File: config.mk
export PLATFORM = sky130hd
export DESIGN_NAME = hilo_div_unit
export DESIGN_NICKNAME = d
export VERILOG_FILES = /design/src/rtl/hilo_div_unit_pkg.sv /design/src/rtl/hilo_div_unit_div_core.sv /design/src/rtl/hilo_div_unit.sv
export SDC_FILE = /design/constraint.sdc
export NUM_CORES = 1
export LEC_CHECK = 0
export BUFFER_PORTS_ARGS = -buffer_cell sky130_fd_sc_hd__buf_4
export CORE_ASPECT_RATIO = 1.4
export CORE_UTILIZATION = 60
export CTS_CLUSTER_DIAMETER = 40
export DETAILED_ROUTE_END_ITERATION = 10
export GPL_TIMING_DRIVEN = 1
export PLACE_DENSITY = 0.9
export SYNTH_ARGS = -nofsm -noshare
export SYNTH_HDL_FRONTEND = slang
export SYNTH_SLANG_ARGS = --single-unit
File: constraint.sdc
create_clock -name clk -period 6.8 [get_ports clk]
set_input_delay 1.36 -clock clk [delete_from_list [all_inputs] [get_ports clk]]
set_output_delay 1.36 -clock clk [all_outputs]
set_load 0.02 [all_outputs]
File: src/rtl/hilo_div_unit_pkg.sv
`default_nettype none
// ============================================================================
// Module      : hilo_div_unit_pkg
// Description : Shared types and constants for the HI/LO register pair and divider
// Revision    : 1.0 - initial release
// ============================================================================
package hilo_div_unit_pkg;

  typedef logic [31:0] Reg_t;
  typedef logic [63:0] DReg_t;

  typedef enum logic [1:0] {
    DivFree   = 2'd0,
    DivByZero = 2'd1,
    DivOn     = 2'd2,
    DivEnd    = 2'd3
  } div_state_t;

  localparam logic DivResultReady    = 1'b1;
  localparam logic DivResultNotReady = 1'b0;
  localparam logic DivStart          = 1'b1;
  localparam logic DivStop           = 1'b0;

  localparam logic [5:0] DivLastStep = 6'd31;

  // Magnitude of an operand; unsigned operands pass through untouched.
  function automatic Reg_t abs_val(input logic is_signed, input Reg_t x);
    return (is_signed && x[31]) ? (~x + 32'd1) : x;
  endfunction

endpackage
`default_nettype wire

File: src/rtl/hilo_div_unit_div_core.sv
`default_nettype none
// ============================================================================
// Module      : hilo_div_unit_div_core
// Description : 32-step restoring divider with sign fix-up and annul support
// Revision    : 1.0 - initial release
// ============================================================================
module hilo_div_unit_div_core
  import hilo_div_unit_pkg::*;
(
  input  logic  clk,
  input  logic  rst,
  input  logic  start,
  input  logic  is_signed,
  input  Reg_t  opdata1,
  input  Reg_t  opdata2,
  input  logic  annul,
  output DReg_t result,
  output logic  ready
);

  div_state_t  state_q, state_d;
  logic [64:0] work_q, work_d;
  Reg_t        divisor_q, divisor_d;
  logic [5:0]  cnt_q, cnt_d;
  logic        sign1_q, sign1_d;
  logic        sign2_q, sign2_d;
  logic        signed_q, signed_d;
  DReg_t       result_q, result_d;

  logic [64:0] shifted;
  logic [33:0] diff;
  logic [64:0] step_work;
  Reg_t        quot_fix;
  Reg_t        rem_fix;

  // One restoring step: shift, trial-subtract from the upper 33 bits, keep if non-negative.
  always_comb begin
    shifted   = work_q << 1;
    diff      = {1'b0, shifted[64:32]} - {2'b00, divisor_q};
    step_work = diff[33] ? shifted : {diff[32:0], shifted[31:1], 1'b1};
    quot_fix  = (signed_q && (sign1_q ^ sign2_q)) ? (~step_work[31:0] + 32'd1) : step_work[31:0];
    rem_fix   = (signed_q && sign1_q) ? (~step_work[63:32] + 32'd1) : step_work[63:32];
  end

  always_comb begin
    state_d   = state_q;
    work_d    = work_q;
    divisor_d = divisor_q;
    cnt_d     = cnt_q;
    sign1_d   = sign1_q;
    sign2_d   = sign2_q;
    signed_d  = signed_q;
    result_d  = result_q;
    case (state_q)
      DivFree: begin
        if (start == DivStart && !annul) begin
          if (opdata2 == '0) begin
            state_d = DivByZero;
          end else begin
            state_d   = DivOn;
            work_d    = {33'd0, abs_val(is_signed, opdata1)};
            divisor_d = abs_val(is_signed, opdata2);
            cnt_d     = '0;
            sign1_d   = opdata1[31];
            sign2_d   = opdata2[31];
            signed_d  = is_signed;
          end
        end
      end
      DivByZero: begin
        if (annul) begin
          state_d = DivFree;
        end else begin
          result_d = '0;
          state_d  = DivEnd;
        end
      end
      DivOn: begin
        if (annul) begin
          state_d = DivFree;
        end else begin
          work_d = step_work;
          cnt_d  = cnt_q + 6'd1;
          if (cnt_q == DivLastStep) begin
            result_d = {rem_fix, quot_fix};
            state_d  = DivEnd;
          end
        end
      end
      DivEnd: begin
        if (annul || start == DivStop) begin
          state_d  = DivFree;
          result_d = '0;
        end
      end
      default: state_d = DivFree;
    endcase
  end

  always_ff @(posedge clk or negedge rst) begin
    if (!rst) begin
      state_q   <= DivFree;
      work_q    <= '0;
      divisor_q <= '0;
      cnt_q     <= '0;
      sign1_q   <= 1'b0;
      sign2_q   <= 1'b0;
      signed_q  <= 1'b0;
      result_q  <= '0;
    end else begin
      state_q   <= state_d;
      work_q    <= work_d;
      divisor_q <= divisor_d;
      cnt_q     <= cnt_d;
      sign1_q   <= sign1_d;
      sign2_q   <= sign2_d;
      signed_q  <= signed_d;
      result_q  <= result_d;
    end
  end

  assign ready  = (state_q == DivEnd) ? DivResultReady : DivResultNotReady;
  assign result = (state_q == DivEnd) ? result_q : '0;

endmodule
`default_nettype wire

File: src/rtl/hilo_div_unit.sv
`default_nettype none
// ============================================================================
// Module      : hilo_div_unit
// Description : HI/LO register pair with write-through bypass and attached divider
// Revision    : 1.0 - initial release
// ============================================================================
module hilo_div_unit
  import hilo_div_unit_pkg::*;
(
  input  logic         clk,
  input  logic         rst,
  input  logic         whilo_i,
  input  logic [31:0]  hi_i,
  input  logic [31:0]  lo_i,
  output logic [31:0]  hi_o,
  output logic [31:0]  lo_o,
  input  logic         div_start_i,
  input  logic         div_signed_i,
  input  logic [31:0]  div_opdata1_i,
  input  logic [31:0]  div_opdata2_i,
  input  logic         div_annul_i,
  output logic [63:0]  div_result_o,
  output logic         div_ready_o,
  output logic         stallreq_o
);

  Reg_t  hi_q;
  Reg_t  lo_q;
  logic  div_ready;
  DReg_t div_result;

  always_ff @(posedge clk or negedge rst) begin
    if (!rst) begin
      hi_q <= '0;
      lo_q <= '0;
    end else if (whilo_i) begin
      hi_q <= hi_i;
      lo_q <= lo_i;
    end
  end

  // Write-through so execute sees a value that has not yet reached the registers.
  assign hi_o = whilo_i ? hi_i : hi_q;
  assign lo_o = whilo_i ? lo_i : lo_q;

  hilo_div_unit_div_core u_div_core (
    .clk       (clk),
    .rst       (rst),
    .start     (div_start_i),
    .is_signed (div_signed_i),
    .opdata1   (div_opdata1_i),
    .opdata2   (div_opdata2_i),
    .annul     (div_annul_i),
    .result    (div_result),
    .ready     (div_ready)
  );

  assign div_result_o = div_result;
  assign div_ready_o  = div_ready;
  assign stallreq_o   = div_start_i & ~div_ready & ~div_annul_i;

endmodule
`default_nettype wire
# Word-level counts from Yosys, hierarchy flattened

Cells that the tools add are included.

Register bits: 235
Memories: 0
Word-level logic and storage cells: 82
Bits in writable memories: 0
Output and inout port bits: 130
Bits in latches: 0
Memory bits (read-only): 0
Input port bits: 134

Bitwise logic cells: 11
Add/sub/neg operators: 6
Multipliers: 0
Shifts and indexed selects: 0
Magnitude comparators: 0
Reductions and logical operators: 15
Multiplexer cells: 29
Div/mod/pow operators: 0
Eq/ne operators: 11

Operator list:

| cell                  | count |
|---|---|
| $mux 64               | 9 |
| $mux 32               | 6 |
| $pmux 64 s3           | 1 |
| $add 32x1->32 const B | 4 |
| $not 32->32           | 4 |
| $pmux 64 s2           | 1 |
| $sub 33x32->34        | 1 |
| $logic_not 32->1      | 1 |
| $mux 6                | 3 |
| $mux 2                | 6 |
| $pmux 6 s2            | 1 |
| $pmux 2 s4            | 1 |
| $add 6x1->6 const B   | 1 |
| $eq 6x5->1 const B    | 1 |
| $ne 2x1->1 const B    | 3 |
| $ne 2x2->1 const B    | 3 |
| $reduce_and 3->1      | 2 |
| $logic_and 1x1->1     | 5 |
| $reduce_and 5->1      | 1 |
| $eq 2x2->1 const B    | 2 |
| $not 1->1             | 4 |
| $reduce_and 4->1      | 1 |
| $ne 3x2->1 const B    | 1 |
| $reduce_bool 3->1     | 1 |
| 8 further kinds       | 9 |

# Longest topological paths before layout

Gate-level depths: netlist (run 1).

Depth after elaboration: 8
Mapped depth: 23
Mapped depth without buffers: 19

# Hierarchy

Synthesis (run 1) repeated with hierarchy kept, for this count alone.

Cells, all modules: 1634
Area total of the unflattened synthesis: 14895.5 um^2

Modules (own cells, without submodules):

| module                 | instances | cells each | area each (um^2) | sequential area each (um^2) |
|---|---|---|---|---|
| hilo_div_unit_div_core | 1         | 1498       | 12209.2          | 4279.1 |
| hilo_div_unit          | 1         | 136        | 2686.3           | 1601.5 |

# Least setup slack after synthesis (run 1)

Ideal clock, no wire load.

Kind: register -> register
Start point: register u_div_core.work_q[39]
End point: register u_div_core.result_q[26]
Period minus slack after synthesis: 4.607 ns
Required time: 6.667 ns
Path buffers: 5
Arrival time: 4.474 ns
Cell stages (with the launch flop): 21
Setup slack: 2.193 ns
Setup time: 0.133 ns
Cells stage by stage: dfrtp_1 ha_1 buf_2 a21oi_2 o21ai_2 a221o_1 o211ai_4 nand2_4 inv_2 buf_6 buf_2 buf_4 buf_2 ha_1 nand2_1 or4_1 or2_2 or3_1 o41ai_1 xor2_1 o21ai_0

Longest elaborated chain between the ends: 8

Ends and longest elaborated chain:

| item                   | line                          | RTL |
|---|---|---|
| from (decl)            | hilo_div_unit_div_core.sv:22  | `logic [64:0] work_q, work_d;` |
| from (signal assigned) | hilo_div_unit_div_core.sv:112 | `work_q <= work_d;` |
| $sub 33x32->34         | hilo_div_unit_div_core.sv:39  | `diff = {1'b0, shifted[64:32]} - {2'b00, divisor_q};` |
| $mux 64                | hilo_div_unit_div_core.sv:40  | `step_work = diff[33] ? shifted : {diff[32:0], shifted[31:1], 1'b1};` |
| $not 32->32            | hilo_div_unit_div_core.sv:41  | `quot_fix = (signed_q && (sign1_q ^ sign2_q)) ? (~step_work[31:0] + 32'd1) : step_work[31:0];` |
| $add 32x1->32          | hilo_div_unit_div_core.sv:41  |  |
| $mux 32                | hilo_div_unit_div_core.sv:41  |  |
| $mux 64                | hilo_div_unit_div_core.sv:84  | `if (cnt_q == DivLastStep) begin` |
| $mux 64                | hilo_div_unit_div_core.sv:79  | `if (annul) begin` |
| $pmux 64 s3            | hilo_div_unit_div_core.sv:54  | `case (state_q)` |
| to (signal assigned)   | hilo_div_unit_div_core.sv:118 | `result_q <= result_d;` |
| to (decl)              | hilo_div_unit_div_core.sv:28  | `DReg_t result_q, result_d;` |

Every way passes these cells. The select of a mux whose other input is x is not followed.
A chain may end at the register's enable or synchronous reset.

# Final worst setup path (run 1)

Start point: register u_div_core.work_q[51]
End point: register u_div_core.result_q[60]

Longest elaborated chain between the ends: 8

Ends and longest elaborated chain:

| item           | line                         | RTL |
|---|---|---|
| $sub 33x32->34 | hilo_div_unit_div_core.sv:39 |  |
| $mux 64 *      | hilo_div_unit_div_core.sv:40 |  |
| $not 32->32    | hilo_div_unit_div_core.sv:42 | `rem_fix = (signed_q && sign1_q) ? (~step_work[63:32] + 32'd1) : step_work[63:32];` |
| $add 32x1->32  | hilo_div_unit_div_core.sv:42 |  |
| $mux 32 *      | hilo_div_unit_div_core.sv:42 |  |
| $mux 64 *      | hilo_div_unit_div_core.sv:84 |  |
| $mux 64 *      | hilo_div_unit_div_core.sv:79 |  |
| $pmux 64 s3 *  | hilo_div_unit_div_core.sv:54 |  |

Every way passes the cells marked *; elsewhere a longest branch is shown, timed or not. The select of a mux whose other input is x is not followed.

==> results of run 1 <==
worst max-delay path by stage:
stage | end | slack, ps
after floorplan | u_div_core.result_q[26] | 2190
after global placement | u_div_core.work_q[11] | 2030
after detailed placement | u_div_core.work_q[11] | 1920
after CTS | u_div_core.result_q[60] | 1950
after global routing | u_div_core.result_q[60] | 1640
final | u_div_core.result_q[60] | 1710
cell families after synthesis:
kind of cell	after synthesis	share of synthesized area, %
mux	86	6.13
buf+inv	160	4.30
flops	235	38.0
simple gates	662	20.5
fa+ha+maj	43	3.53
compound gates	472	19.7
xor+xnor	137	7.76
worst min-delay path, delay by kind of cell (launching register included):
family,cells,cell delay (ps)
DFF,1,340
AOI/OAI and AO/OA,1,60
and+or+nand+nor,1,50
routing by layer:
| layer | GRT usage [%] | vias to the layer above |
|---|---|---|
| met3 | 6.47 | 267 |
| met4 | 29.2 | 0 |
| met5 | 0 | - |
| li1 | - | 6809 |
| met1 | 42.6 | 7157 |
| met2 | 66.8 | 874 |
power by group through the flow:
stage | clock network (mW) | registers, mW | logic (mW)
final | 1.61 | 2.22 | 6.55
after global routing | 1.66 | 2.26 | 7.03
after CTS | 1.60 | 2.20 | 6.36
after detailed placement | 0 | 2.21 | 6.25
after global placement | 0 | 2.19 | 6.12
after floorplan | 0 | 2.07 | 4.67
layout make-up:
cell class | count | area, um^2
Tap cell | 319 | 399
Fill cell | 1806 | 6840
Inverter | 57 | 214
Clock inverter | 15 | 225
Clock buffer | 36 | 771
Multi-Input combinational cell | 1400 | 8960
Sequential cell | 235 | 5880
Timing Repair Buffer | 276 | 2090
placed cells by master, fill, tap and decap left out, drive strengths merged, types with 10 or more instances in the layout:
master  instances
a32oi          16
nand3          51
nor4           15
o311ai         10
nor2          118
inv            60
dfrtp         235
a21o           11
nor3           36
or4            16
xnor2          73
mux2i          16
a21oi         107
o31ai          47
mux2           70
xor2           64
ha             42
buf           276
o211ai         19
o21ai         164
o41ai          11
nand4          19
and2           79
or3            21
clkbuf         36
nand2         263
a211oi         14
state kept, by name, indices dropped and copies added, names as in the netlist, 2 cells and up:
| name | cells |
|---|---|
| u_div_core.cnt_q | 6 |
| u_div_core.work_q | 64 |
| u_div_core.divisor_q | 32 |
| u_div_core.result_q | 64 |
| hi_q | 32 |
| lo_q | 32 |
| u_div_core.state_q | 2 |
==> run_results.csv, run 1 <==
group,metric,value,unit
run_status,status,"finished, final reports clean",
sta,worst_slew_pin_slew,1130,ps
worst_setup_path,path_depth,16,
sta,slew_headroom,24.9,%
power,clkPwrFrac,15.5,%
cts,ctsHtreeMaxLevel,1,
worst_setup_path,crit_path_start_kind,"register",
worst_setup_path,path_class,"reg2reg",
finish,fin_cells,2338,
power,power.total,10.4,mW
global_route,grt_usage,38.9,%
power,combPwrFrac,63.1,%
yosys,synth_seq_area_share,38.0,%
sta,timing.final.crit_period,5090,ps
global_route,grt_first_pass_wirelength,79100,um
yosys,synth_top_area_cell,"dfrtp_1",
yosys,synth-async-reset-ratio,100,%
drt,ant_nets,0,
floorplan,die_y,192,um
drt,met2WireLength,25700,um
cts,cts_sinks,235,
cts,cts_resized,0,
worst_setup_path,end_kind,"register",
sta,hold_viol_final,0,
power,pwr-share-seq,21.4,%
sta,fin_crit_sh,74.9,%
global_route,grt_antenna_before_repair,0,
drt,top_layer,"met4",
sta,fin_ws,1710,ps
drt,wl_met3,3820,um
yosys,yosys-top-cells-area,"dfrtp_1 38%, nand2_1 6.3%, mux2_2 5.1%, o21ai_0 5.0%, xnor2_1 4.1%",
worst_setup_path,reg2reg_to,"u_div_core.result_q[60]",
worst_setup_path,required,7280,ps
finish,fin_util,73.1,%
drt,m1WireLength,17900,um
power,vdd_drop_max,0.000415,V
cts,hold_buffers,0,
min_path,min-delay-start,"u_div_core.result_q[15]",
yosys,synth_most_common_cell,"nand2_1",
yosys,synth_edf_count,0,
worst_setup_path,r2r-start,"u_div_core.work_q[51]",
drt,drc,0,
job,cap_viol_max_count,0,
cts,max-clock-path-buffers,3,
worst_setup_path,startpoint,"u_div_core.work_q[51]",
floorplan,initial_core_util,60.9,%
finish,final_nets,2175,
drt,viasPerCell,6.46,
worst_setup_path,max_stage_delay,480,ps
min_path,min_path_type,"reg2reg",
sta,fin_skew,26.7,ps
power,p_switching,5.34,mW
yosys,synth_warnings,0,
min_path,min_path_cells,2,
yosys,synth.distinct_cells,85,
floorplan,ios,264,
sta,setup_viol,0,
sta,hold_ws,476,ps
worst_setup_path,rrSetupSlack,1710,ps
yosys,postSynthCellCount,1795,
placed_design,dp.cells,2287,
placed_design,io_buffers,263,
drt,totalWireLength,51500,um
finish,fin_area,0.0185,mm^2
sta,fin_setup_tns,0,ps
floorplan,core-area,0.0254,mm^2
yosys,ys.flop_type,"dfrtp_1",
cts,clk_latency,580,ps
sta,rsz0062_at_grt,"no",
power,power_leakage,8.36,nW
cts,cts_tree,"built",
floorplan,die_x,138,um
placed_design,pre_cts_ws,1920,ps
worst_setup_path,path_buf_inv,1,
cts,post_cts_buffers,0,
sta,fmax,196,MHz
global_route,grt_remaining_overflow,0,
yosys,netlist_area,0.0155,mm^2
placed_design,place_hpwl,37300,um
worst_setup_path,cp_slowest_cell,"o21a_1",
yosys,ys_top_cells_by_count,"261 x nand2_1, 235 x dfrtp_1, 153 x o21ai_0",
sta,maxSlewViolCount,0,
worst_setup_path,crit_family,"compound AO/OA/AOI/OAI gates",
finish,drive_gt1_share,21.0,%
power,power.share.switching,51.5,%
cts,cts_buffers,28,
power,power_density,559,mW/mm^2
worst_setup_path,crit_chain,"ha_1 -> a21oi_1 -> o21ai_1 -> a211oi_1 -> o21a_1 -> nand2_4 -> o21ai_0 -> ha_1 -> inv_1 -> a211oi_1 -> nand4_1 -> o41ai_1 -> and4b_1 -> a31oi_1 -> xnor2_1 -> o21ai_0",
cts,root_buffer,"clkbuf_16",
worst_setup_path,crit_fanout,10,
placed_design,dpl_cell_area,0.0175,mm^2
global_route,grt_max_degree,144,
yosys,synth_top_area_share,38.0,%
finish,area_growth,19.9,%
min_path,whs_endpoint,"u_div_core.result_q[15]",
drt,drtIter0Drc,1149,
finish,antenna_cells,0,
yosys,avgSynthCellArea,8.62,um^2
cts,clk_pin_slew,70,ps
global_route,grt_pass1_vias,14800,
drt,dr.pass1.iters,7,
floorplan,dieArea,0.0264,mm^2
yosys,syn-num-nets,1972,
drt,wl_per_cell,22.0,um
placed_design,finalWeightedCongestion,0.954,
worst_setup_path,r2r_cells,16,
drt,num_vias,15100,
floorplan,num_rows,69,
yosys,ys_ff_latch,235,
power,p_int,5.03,mW
worst_setup_path,crit_arrival,5570,ps
(Power assumes the default switching activity.)
==> inputs of run 2 (changes only) <==
CORE_UTILIZATION = 52   (was 60)
PLACE_DENSITY = 0.84   (was 0.9)
clock period = 4.5 ns   (was 6.8 ns; I/O delays follow)
==> run 2 against run 1 <==
Net effect:
- total power increased by 58%
- routed wire length shrank 2.5%
- clock skew down 15 ps
- register-to-register slack got worse by 1500 ps
- largest power group unchanged
- critical endpoint is now u_div_core.result_q[58]
- hold slack got worse by 140 ps
- non-clock buffer count rose by 44
- highest routed layer unchanged
==> run_results.csv, run 2 (synthesis results as in run 1) <==
group,metric,value,unit
drt,m1WireLength,18800,um
drt,drc,0,
worst_setup_path,crit_arrival,4750,ps
power,power.total,16.4,mW
sta,fin_setup_tns,0,ps
sta,fin_crit_sh,95.6,%
power,p_switching,8.16,mW
power,power_density,853,mW/mm^2
floorplan,die_y,206,um
cts,clk_pin_slew,60,ps
worst_setup_path,rrSetupSlack,200,ps
floorplan,ios,264,
worst_setup_path,crit_path_start_kind,"register",
drt,ant_nets,0,
finish,most-common-layout-cells,"317 x buf_4, 260 x nand2_1, 232 x dfrtp_1",
cts,max-clock-path-buffers,3,
floorplan,initial_core_util,52.9,%
drt,wl_met3,3180,um
run_status,status,"finished, final reports clean",
drt,top_layer,"met4",
global_route,grt_first_pass_wirelength,77900,um
cts,clk_latency,590,ps
drt,dr.pass1.iters,7,
finish,antenna_cells,0,
drt,num_vias,15000,
power,power_leakage,8.60,nW
cts,hold_buffers,0,
global_route,grt_antenna_before_repair,0,
placed_design,place_hpwl,37700,um
cts,root_buffer,"clkbuf_16",
cts,ctsHtreeMaxLevel,1,
sta,setup_viol,0,
sta,fin_skew,12.0,ps
drt,drtIter0Drc,1240,
finish,final_nets,2221,
placed_design,io_buffers,263,
worst_setup_path,crit_fanout,6,
cts,cts_tree,"built",
sta,hold_ws,333,ps
sta,fmax,232,MHz
power,pwr-share-seq,20.6,%
finish,area_growth,24.1,%
sta,slew_headroom,34.0,%
drt,met2WireLength,25900,um
sta,timing.final.crit_period,4300,ps
power,p_int,8.21,mW
floorplan,dieArea,0.0304,mm^2
power,clkPwrFrac,15.1,%
sta,worst_slew_pin_slew,987,ps
floorplan,die_x,148,um
cts,cts_sinks,235,
min_path,min_path_type,"in2async",
worst_setup_path,required,4940,ps
worst_setup_path,end_kind,"register",
finish,fill_cells,2344,
cts,cts_buffers,30,
drt,viasPerCell,6.12,
global_route,grt_pass1_vias,14500,
sta,maxSlewViolCount,0,
job,cap_viol_max_count,0,
global_route,grt_remaining_overflow,0,
global_route,grt_usage,32.6,%
finish,final_common_cell,"buf_4",
global_route,grt_max_degree,98,
sta,hold_viol_final,0,
power,combPwrFrac,64.3,%
power,vdd_drop_max,0.000782,V
worst_setup_path,path_class,"reg2reg",
placed_design,finalWeightedCongestion,0.954,
floorplan,core-area,0.0293,mm^2
finish,top_regs,"u_div_core.result_q: 64 flops, u_div_core.work_q: 64 flops",
power,power.share.switching,49.8,%
floorplan,num_rows,74,
finish,drive_gt1_share,24.2,%
drt,totalWireLength,50200,um
drt,wl_per_cell,20.5,um
run 2: power by group through the flow:
stage / sequential (mW) / clock, mW / combinational [mW]
floorplan: 3.13 / 0 / 7.08
global placement: 3.31 / 0 / 9.84
detailed placement: 3.35 / 0 / 10.0
CTS: 3.32 / 2.50 / 10.1
global route: 3.43 / 2.58 / 11.4
finish: 3.36 / 2.48 / 10.5
run 2: final timing paths:
kind / from / endpoint / cells after the start
worst max register to register: u_div_core.work_q[33] / u_div_core.result_q[58] / 19
worst min-delay path: rst / u_div_core.divisor_q[30] / 1
worst min register to register: u_div_core.result_q[53] / u_div_core.result_q[53] / 2
min in group clk: u_div_core.result_q[53] / u_div_core.result_q[53] / 2
worst max-delay path: u_div_core.work_q[33] / u_div_core.result_q[58] / 19
max in group asynchronous: rst / u_div_core.result_q[32] / 2
run 2: critical path, stage by stage (launching register included):
cell       delay (ps)
dfrtp_2           460
ha_4              320
o211a_1           220
o31ai_2           130
a2111oi_4         500
o211ai_4          130
nand2_4           130
buf_4             150
nand2_1            60
o21ai_1           110
ha_2              230
inv_1              50
a211oi_2          160
buf_4             160
nand4_1           130
o41ai_2           400
and4b_2           360
a31oi_1           130
xnor2_1           220
o21ai_0           100
run 2: area by class of cell:
| type | instances | area, um^2 | share of cell area, % |
|---|---|---|---|
| Timing Repair Buffer | 320 | 2430 | 12.7 |
| Sequential cell | 235 | 5880 | 30.7 |
| Inverter | 57 | 214 | 1.11 |
| Clock buffer | 35 | 790 | 4.11 |
| Multi-Input combinational cell | 1400 | 9150 | 47.7 |
| Clock inverter | 19 | 239 | 1.25 |
| Tap cell | 380 | 475 | 2.48 |
run 2: what timing repair did:
action | in CTS | in global routing
gates resized for setup | 0 | 36
buffers inserted | 0 | 4
setup endpoints to repair | 0 | 11
run 2: metrics by stage:
step / setup WS [ps] / std cells / instance area [um^2] / utilization [%]
after floorplan: 1.09 / 1795 / 15500 / -
after global placement: 303 / 2388 / 18000 / 61.4
after detailed placement: 50.0 / 2388 / 18000 / 61.4
after CTS: 8.12 / 2442 / 19000 / 64.9
after global routing: -22.9 / 2446 / 19200 / 65.6
final: 196 / 2446 / 19200 / 65.6
run 2: routing by layer:
metal	GRT usage, %	up-vias
li1	-	6907
met1	37.9	7250
met2	59.6	662
met3	3.31	144
met4	15.7	0
met5	0	-
